==> src/rtl/instr_ctrl_pkg.sv <==
// Shared definitions for the instruction controller: FSM states, opcode fields,
// writeback-select encodings and the bundle of registered control outputs.
package instr_ctrl_pkg;

    typedef enum logic [2:0] {
        S_WAIT   = 3'd0,
        S_DECODE = 3'd1,
        S_GET_A  = 3'd2,
        S_GET_B  = 3'd3,
        S_ALU    = 3'd4,
        S_WR_REG = 3'd5,
        S_WR_IMM = 3'd6
    } state_t;

    localparam logic [2:0] OPC_MOV = 3'b110;
    localparam logic [2:0] OPC_ALU = 3'b101;

    localparam logic [1:0] OP_MOV_REG = 2'b00;
    localparam logic [1:0] OP_MOV_IMM = 2'b10;
    localparam logic [1:0] OP_ADD     = 2'b00;
    localparam logic [1:0] OP_CMP     = 2'b01;
    localparam logic [1:0] OP_AND     = 2'b10;
    localparam logic [1:0] OP_MVN     = 2'b11;

    localparam logic [3:0] VSEL_NONE   = 4'b0000;
    localparam logic [3:0] VSEL_MDATA  = 4'b1000;
    localparam logic [3:0] VSEL_SXIMM8 = 4'b0100;
    localparam logic [3:0] VSEL_PC     = 4'b0010;
    localparam logic [3:0] VSEL_C      = 4'b0001;

    typedef struct packed {
        logic       w;
        logic [2:0] readnum;
        logic [2:0] writenum;
        logic       write;
        logic [3:0] vsel;
        logic       loada;
        logic       loadb;
        logic       loadc;
        logic       loads;
        logic       asel;
        logic       bsel;
        logic [1:0] aluop;
    } ctrl_t;

    // Control word of the idle state: everything off, ready flag set.
    function automatic ctrl_t ctrl_idle();
        ctrl_t c;
        c      = '0;
        c.w    = 1'b1;
        c.vsel = VSEL_NONE;
        return c;
    endfunction

endpackage

==> src/rtl/instr_dec.sv <==
// Combinational split of the instruction register into its fields plus
// sign extension of the 8-bit and 5-bit immediates.
module instr_dec #(
    parameter int DW = 16
) (
    input  logic [15:0]   ir,
    output logic [DW-1:0] sximm8,
    output logic [DW-1:0] sximm5,
    output logic [2:0]    opcode,
    output logic [1:0]    op,
    output logic [2:0]    rn,
    output logic [2:0]    rd,
    output logic [1:0]    sh,
    output logic [2:0]    rm
);

    assign opcode = ir[15:13];
    assign op     = ir[12:11];
    assign rn     = ir[10:8];
    assign rd     = ir[7:5];
    assign sh     = ir[4:3];
    assign rm     = ir[2:0];

    assign sximm8 = {{(DW-8){ir[7]}}, ir[7:0]};
    assign sximm5 = {{(DW-5){ir[4]}}, ir[4:0]};

endmodule

==> src/rtl/instr_ctrl.sv <==
// Instruction register, decoder and multi-cycle sequencer driving the 16-bit
// datapath controls. Control outputs are registered from the next-state decode.
//
// state    | meaning
// ---------+-----------------------------------------------
// WAIT     | idle, w=1, accepts load_ir and s
// DECODE   | branch on opcode/op of the freshly loaded IR
// GET_A    | read Rn into A
// GET_B    | read Rm into B
// ALU      | compute; CMP updates status, others load C
// WR_REG   | write C back to Rd
// WR_IMM   | write sximm8 to Rn
module instr_ctrl
    import instr_ctrl_pkg::*;
#(
    parameter int          DW       = 16,
    parameter logic [15:0] IR_RESET = 16'h0
) (
    input  logic          clk,
    input  logic          reset_n,
    input  logic [15:0]   in,
    input  logic          load_ir,
    input  logic          s,
    output logic          w,
    output logic [DW-1:0] sximm8,
    output logic [DW-1:0] sximm5,
    output logic [2:0]    readnum,
    output logic [2:0]    writenum,
    output logic          write,
    output logic [3:0]    vsel,
    output logic          loada,
    output logic          loadb,
    output logic          loadc,
    output logic          loads,
    output logic          asel,
    output logic          bsel,
    output logic [1:0]    shift,
    output logic [1:0]    ALUop
);

    logic [15:0] ir;
    state_t      state;
    state_t      next_state;
    ctrl_t       ctrl;
    ctrl_t       next_ctrl;

    logic [2:0]  opcode;
    logic [1:0]  op;
    logic [2:0]  rn;
    logic [2:0]  rd;
    logic [1:0]  sh;
    logic [2:0]  rm;

    instr_dec #(.DW(DW)) u_dec (
        .ir     (ir),
        .sximm8 (sximm8),
        .sximm5 (sximm5),
        .opcode (opcode),
        .op     (op),
        .rn     (rn),
        .rd     (rd),
        .sh     (sh),
        .rm     (rm)
    );

    assign shift = sh;

    always_comb begin
        next_state = S_WAIT;
        case (state)
            S_WAIT:   next_state = s ? S_DECODE : S_WAIT;
            S_DECODE: begin
                if (opcode == OPC_MOV && op == OP_MOV_IMM)
                    next_state = S_WR_IMM;
                else if ((opcode == OPC_MOV && op == OP_MOV_REG) ||
                         (opcode == OPC_ALU && op == OP_MVN))
                    next_state = S_GET_B;
                else if (opcode == OPC_ALU)
                    next_state = S_GET_A;
                else
                    next_state = S_WAIT;
            end
            S_GET_A:  next_state = S_GET_B;
            S_GET_B:  next_state = S_ALU;
            S_ALU:    next_state = (opcode == OPC_ALU && op == OP_CMP) ? S_WAIT : S_WR_REG;
            S_WR_REG: next_state = S_WAIT;
            S_WR_IMM: next_state = S_WAIT;
            default:  next_state = S_WAIT;
        endcase
    end

    // IR is stable from DECODE onward, so decoding it against next_state is safe.
    always_comb begin
        next_ctrl = '0;
        case (next_state)
            S_WAIT:  next_ctrl.w = 1'b1;
            S_GET_A: begin
                next_ctrl.readnum = rn;
                next_ctrl.loada   = 1'b1;
            end
            S_GET_B: begin
                next_ctrl.readnum = rm;
                next_ctrl.loadb   = 1'b1;
            end
            S_ALU: begin
                next_ctrl.aluop = (opcode == OPC_MOV) ? 2'b00 : op;
                next_ctrl.asel  = (opcode == OPC_MOV) || (op == OP_MVN);
                next_ctrl.bsel  = 1'b0;
                if (opcode == OPC_ALU && op == OP_CMP)
                    next_ctrl.loads = 1'b1;
                else
                    next_ctrl.loadc = 1'b1;
            end
            S_WR_REG: begin
                next_ctrl.writenum = rd;
                next_ctrl.vsel     = VSEL_C;
                next_ctrl.write    = 1'b1;
            end
            S_WR_IMM: begin
                next_ctrl.writenum = rn;
                next_ctrl.vsel     = VSEL_SXIMM8;
                next_ctrl.write    = 1'b1;
            end
            default: next_ctrl = '0;
        endcase
    end

    always_ff @(posedge clk or negedge reset_n) begin
        if (!reset_n) begin
            state <= S_WAIT;
            ir    <= IR_RESET;
            ctrl  <= ctrl_idle();
        end else begin
            state <= next_state;
            ctrl  <= next_ctrl;
            if (load_ir && state == S_WAIT)
                ir <= in;
        end
    end

    assign w        = ctrl.w;
    assign readnum  = ctrl.readnum;
    assign writenum = ctrl.writenum;
    assign write    = ctrl.write;
    assign vsel     = ctrl.vsel;
    assign loada    = ctrl.loada;
    assign loadb    = ctrl.loadb;
    assign loadc    = ctrl.loadc;
    assign loads    = ctrl.loads;
    assign asel     = ctrl.asel;
    assign bsel     = ctrl.bsel;
    assign ALUop    = ctrl.aluop;

endmodule

==> config.mk <==
export PLATFORM = sky130hd
export DESIGN_NAME = instr_ctrl
export DESIGN_NICKNAME = d
export VERILOG_FILES = /design/src/rtl/instr_ctrl_pkg.sv /design/src/rtl/instr_dec.sv /design/src/rtl/instr_ctrl.sv
export SDC_FILE = /design/constraint.sdc
export NUM_CORES = 1
export LEC_CHECK = 0
export CAP_MARGIN = 40
export CELL_PAD_IN_SITES_DETAIL_PLACEMENT = 1
export CELL_PAD_IN_SITES_GLOBAL_PLACEMENT = 1
export CORE_MARGIN = 5
export CORE_UTILIZATION = 45
export CTS_CLUSTER_DIAMETER = 120
export DETAILED_ROUTE_END_ITERATION = 12
export DONT_BUFFER_PORTS = 1
export PLACE_DENSITY = 0.81
export SLEW_MARGIN = 0
export SYNTH_ARGS = -nofsm -noshare
export SYNTH_HDL_FRONTEND = slang
export SYNTH_SLANG_ARGS = --single-unit
==> constraint.sdc <==
create_clock -name clk -period 3.46 [get_ports clk]
set_clock_uncertainty 0.2 [all_clocks]
set_input_delay 0.519 -clock clk [delete_from_list [all_inputs] [get_ports clk]]
set_output_delay 0.519 -clock clk [all_outputs]
set_load 0.005 [all_outputs]
Word level (Yosys, flattened, before mapping)
Cells that the tools add are included.
Widths: inputs -> output; s select.
- register bits after elaboration: 39
- bits in latches: 0
- bits in writable memories: 0
- ROM bits: 0
- input port bits: 20
- output and inout bits: 54
- word-level logic and storage cells: 53
- memories kept: 0
- add/subtract/negate cells: 0
- multipliers: 0
- div/mod/pow operators: 0
- $lt $le $gt $ge: 0
- equality and inequality tests: 14
- shift operators: 0
- multiplexer cells: 15
- bitwise gates (word level): 0
- reduce and logical (&&, ||, !) cells: 10
- operators with widths (operator ; count):
    $eq 3x3->1 const B ; 6
    $pmux 8 s2 ; 1
    $pmux 3 s5 ; 1
    $eq 3x2->1 const B ; 4
    $logic_not 3->1 ; 2
    $mux 1 ; 6
    $mux 2 ; 3
    $mux 3 ; 2
    $mux 6 ; 1
    $pmux 3 s2 ; 1
    $logic_and 1x1->1 ; 5
    $eq 2x2->1 const B ; 2
    $eq 3x1->1 const B ; 1
    $eq 2x1->1 const B ; 1
    $logic_not 2->1 ; 1
    $logic_or 1x1->1 ; 2

Depth between registers and ports, before layout
- depth after elaboration: 8
- gate-level depth with buffers: 6
- gate-level depth less buffers: 6

By module
A second synthesis with hierarchy kept.
- cells, all modules: 164
- area total of the unflattened synthesis: 1891.8 um^2
- by module, submodules not included (module ; instances ; cells each ; area each (um^2) ; sequential area each (um^2)):
    instr_ctrl ; 1 ; 116 ; 1531.5 ; 902.1
    instr_dec ; 1 ; 48 ; 360.3 ; 0.0

Worst setup path after synthesis
OpenSTA, ideal clock, no wires.
- kind: input -> register
- start point: in load_ir
- end point: reg ir[10]
- library setup time: 0.125 ns
- arrival time: 1.650 ns
- data required time: 3.135 ns
- path slack: 1.485 ns
- stages: 3
- path buffers: 1
- cell sequence: nor4b_2 > buf_4 > mux2_2
- longest elaborated chain between the ends: 1
- RTL lines (element ; RTL line ; RTL):
    from (decl) ; instr_ctrl.sv:22 ; input logic load_ir,
    $logic_and 1x1->1 ; instr_ctrl.sv:136 ; if (load_ir && state == S_WAIT)
    to (signal assigned) ; instr_ctrl.sv:137 ; ir <= in;
    to (decl) ; instr_ctrl.sv:41 ; logic [15:0] ir;
No other way between the ends.
A chain may end at the register's enable or synchronous reset.

==> key figures <==
Synthesis
  • Post-synthesis compound-gate area fraction: ~7.9%
  • Syn. warnings: 0
  • XOR/XNOR Fraction of Synth Area: 0%
  • Synth area leader: dfrtp_1
  • Yosys reg bits: 36
  • Sequential share of the synthesized area: 51.91%
  • Number of synthesized flops with an enable pin: 0
  • FFs w/ async S/R, synth: 100.0%
  • Area of the mapped netlist: about 1700 sq um
  • Top cell type's share of synthesized area: between 50% and 60%
  • Mux cell area share after synthesis: under 10%
  • Post-Synth Simple-Gate Area: between 10 and 15%
  • Yosys cell types: 32
  • Largest family of logic cells by synthesized area: buffers and inverters
  • Area contributors post-synth: dfrtp_1 (50%), buf_4 (16%), mux2_2 (9.7%)
  • Ys flop type: dfrtp_1
  • Post-Syn Instances: 144
  • Mean Syn Cell Area: about 12 sq um
  • Post-synthesis adder-cell area fraction: 0%

STA
  • Final Setup Violations: 0
  • RSZ-0062 raised after global routing: false
  • Final worst path period share: between 60% and 70%
  • Hold Slack: between 150 and 200 ps
  • TNS Setup: 0 ps
  • Worst Tran Pin Value: between 600 and 700 ps
  • Fmax: ~470 MHz
  • Fin. Hold Viols: 0
  • Slew Limit Fails: 0
  • Minimum clock period: 2144 ps
  • Worst slew margin: 56.20%

Critical path
  • Setup CP Type: reg2reg
  • CP max-delay cell: a2111oi_4
  • Setup crit start kind: flip-flop
  • FF-to-FF setup slack: roughly 1300 ps
  • Worst setup EP type: flip-flop
  • Max stage delay on crit path: about 500 ps
  • CP Data Required Time: about 3400 ps
  • Crit-path max FO: 7
  • Worst Path Arrival: approximately 2100 ps
  • CP cell instances: or3b_2 > o21ai_2 > a2111oi_4 > inv_2 > and3_1 > a41o_1

Global routing
  • Total GRT Usage: 12.90%
  • First-pass GRT wire length: 4995 microns
  • Antenna violations before repair: 0
  • Vias in the first global route: just under 1000
  • Grt total ovfl: 0
  • Pin count of the biggest net entering global routing: 37

Job
  • Number of max-cap violations: 0

Layout
  • Nets: between 100 and 150
  • Synthesis-to-finish area growth: -5.399%
  • Final core utilization: roughly 45%
  • # diodes: 0
  • Layout cell share with drive strength beyond 1: between 20 and 30%
  • Layout Cells excl Fill: between 150 and 200

Clocking
  • Resized cells post-CTS: 0
  • Clock sink count: 36
  • CTS tree: yes
  • Number of H-tree levels: 2
  • Clk Latency, worst-skew pair: approximately 280 ps
  • Root buffer cell: clkbuf_8
  • Postcts setup bufs: 0
  • Clk slew on worst S/H paths: roughly 70 ps
  • Clock Path Buffers: 2
  • CTS buffer count: 5

Die
  • Initial core utilization: 47.12%
  • Core footprint: roughly 3700 sq um
  • Die Y: approximately 72 microns
  • # IOs: between 70 and 80
  • Die Span X: 72.15 microns
  • Row count: 22
  • Full die area: between 5000 and 6000 sq um

Outcome
  • Status: complete, no violations

Worst hold path
  • Min-delay worst type: in2reg

Drt
  • Remaining DRCs: 0
  • Post-DR wirelength/cell: 18.42 microns
  • Vias per inst: 5.205
  • Total routed wirelength: around 3000 microns
  • Initial DRC count: 46
  • Post-DRT Antenna Nets: 0
  • DR vias: roughly 860
  • TritonRoute pass-1 iters: 4

Pwr
  • Pleak: about 0.0008 uW
  • Tot Pwr: about 1500 uW
  • Peak VDD IR: roughly 0.00047 V
  • PD cells: 940.6 nW/um^2

Placed design
  • Port bufs: 0
  • GP Congestion: 0.7334
  • Cells after DPL: approximately 160
  • Post-DP HPWL: between 2000 and 2500 microns
[cell type report]
| cell class | count | area (sq um) |
|---|---|---|
| clock inverter | 1 | 5.005 |
| timing repair buffer | 3 | 37.54 |
| tap | 48 | 60.06 |
| inverter | 4 | 15.01 |
| clock buffer | 7 | 76.32 |
| multi-input combinational | 67 | 548.0 |
| sequential | 36 | 902.1 |
| fill | 394 | 2044 |
[metrics by stage]
| step | setup WS (ps) | cell area (sq um) |
|---|---|---|
| after floorplan | 1485 | 1745 |
| after global placement | 1371 | 1533 |
| after detailed placement | 1311 | 1533 |
| after CTS | 1302 | 1644 |
| after global routing | 1157 | 1644 |
| final | 1317 | 1644 |
[cells in the final DEF (no fill, tap or decap)]
cell           instances
dfrtp_1               35
mux2_2                15
nor2_1                 7
clkbuf_8               5
nor3_1                 4
and3_1                 4
a21oi_1                3
inv_1                  3
a41o_1                 3
and2_1                 3
a22o_1                 3
conb_1                 3
nand3b_1               2
or2b_1                 2
or3b_2                 2
o21ai_0                2
or2_2                  2
clkbuf_1               2
and2b_1                1
nand4bb_1              1
nand4b_1               1
nor2b_2                1
a211oi_2               1
o21ai_2                1
nor3_2                 1
a2111oi_4              1
inv_2                  1
nor2b_1                1
a22oi_1                1
nor4b_4                1
nand2_1                1
clkinv_2               1
buf_12                 1
dlygate4sd3_1          1
buf_4                  1
dfstp_2                1
[registers in the layout (all words and copies together) (netlist names)]
name,flops
ALUop,2
w,1
loadc,1
writenum,3
loads,1
loadb,1
readnum,3
write,1
asel,1
state,3
loada,1
ir,16
vsel,2
[worst max-delay path, delay by kind of cell, from the launching register on]
family | cells | cell delay [ps]
and+or+nand+nor | 2 | 480
AOI/OAI and AO/OA | 3 | 800
DFF | 1 | 450
buffers and inverters | 1 | 110
[cells by family (layout without fill, tap and decap cells)]
family,after synthesis,after routing
other,1,3
muxes,15,15
DFF,36,36
and+or+nand+nor,34,34
AOI/OAI and AO/OA,15,15
buffers and inverters,43,15
[cells in the mapped netlist (all sizes together), types with 2 or more instances]
master  count
a21oi       3
a22o        3
a41o        3
and2        3
and3        4
buf        38
dfrtp      35
inv         4
mux2       15
nand3b      2
nor2        7
nor2b       2
nor3        5
o21ai       3
or2         2
or2b        2
or3b        2
[path summary, 6_finish.rpt]
check                         start     endpoint  cells past startpoint
hold / removal               in[12]       ir[12]                      2
hold reg to reg               ir[8]  writenum[0]                      1
setup reg to reg           state[2]   readnum[2]                      6
min in group asynchronous   reset_n     ALUop[1]                      2
max in group asynchronous   reset_n            w                      2
setup / recovery           state[2]   readnum[2]                      6
[power breakdown]
group | switching [uW] | internal (uW)
Sequential | 226 | 579
Clock | 135 | 141
Combinational | 222 | 244
Total | 583 | 963
[repair_timing]
action,4_1_cts,5_1_grt
endpoints found under the setup margin,0,0
hold endpoints to repair,36,0
hold buffers,2,0
[routing by layer]
metal	GRT usage, %	wire length (microns)	up-vias
met4	3.758	36	0
met1	15.39	1237	429
li1	-	-	397
met5	0	0	-
met2	20.73	1542	35
met3	6.094	240	3
Power figures use the tool's default switching activity.
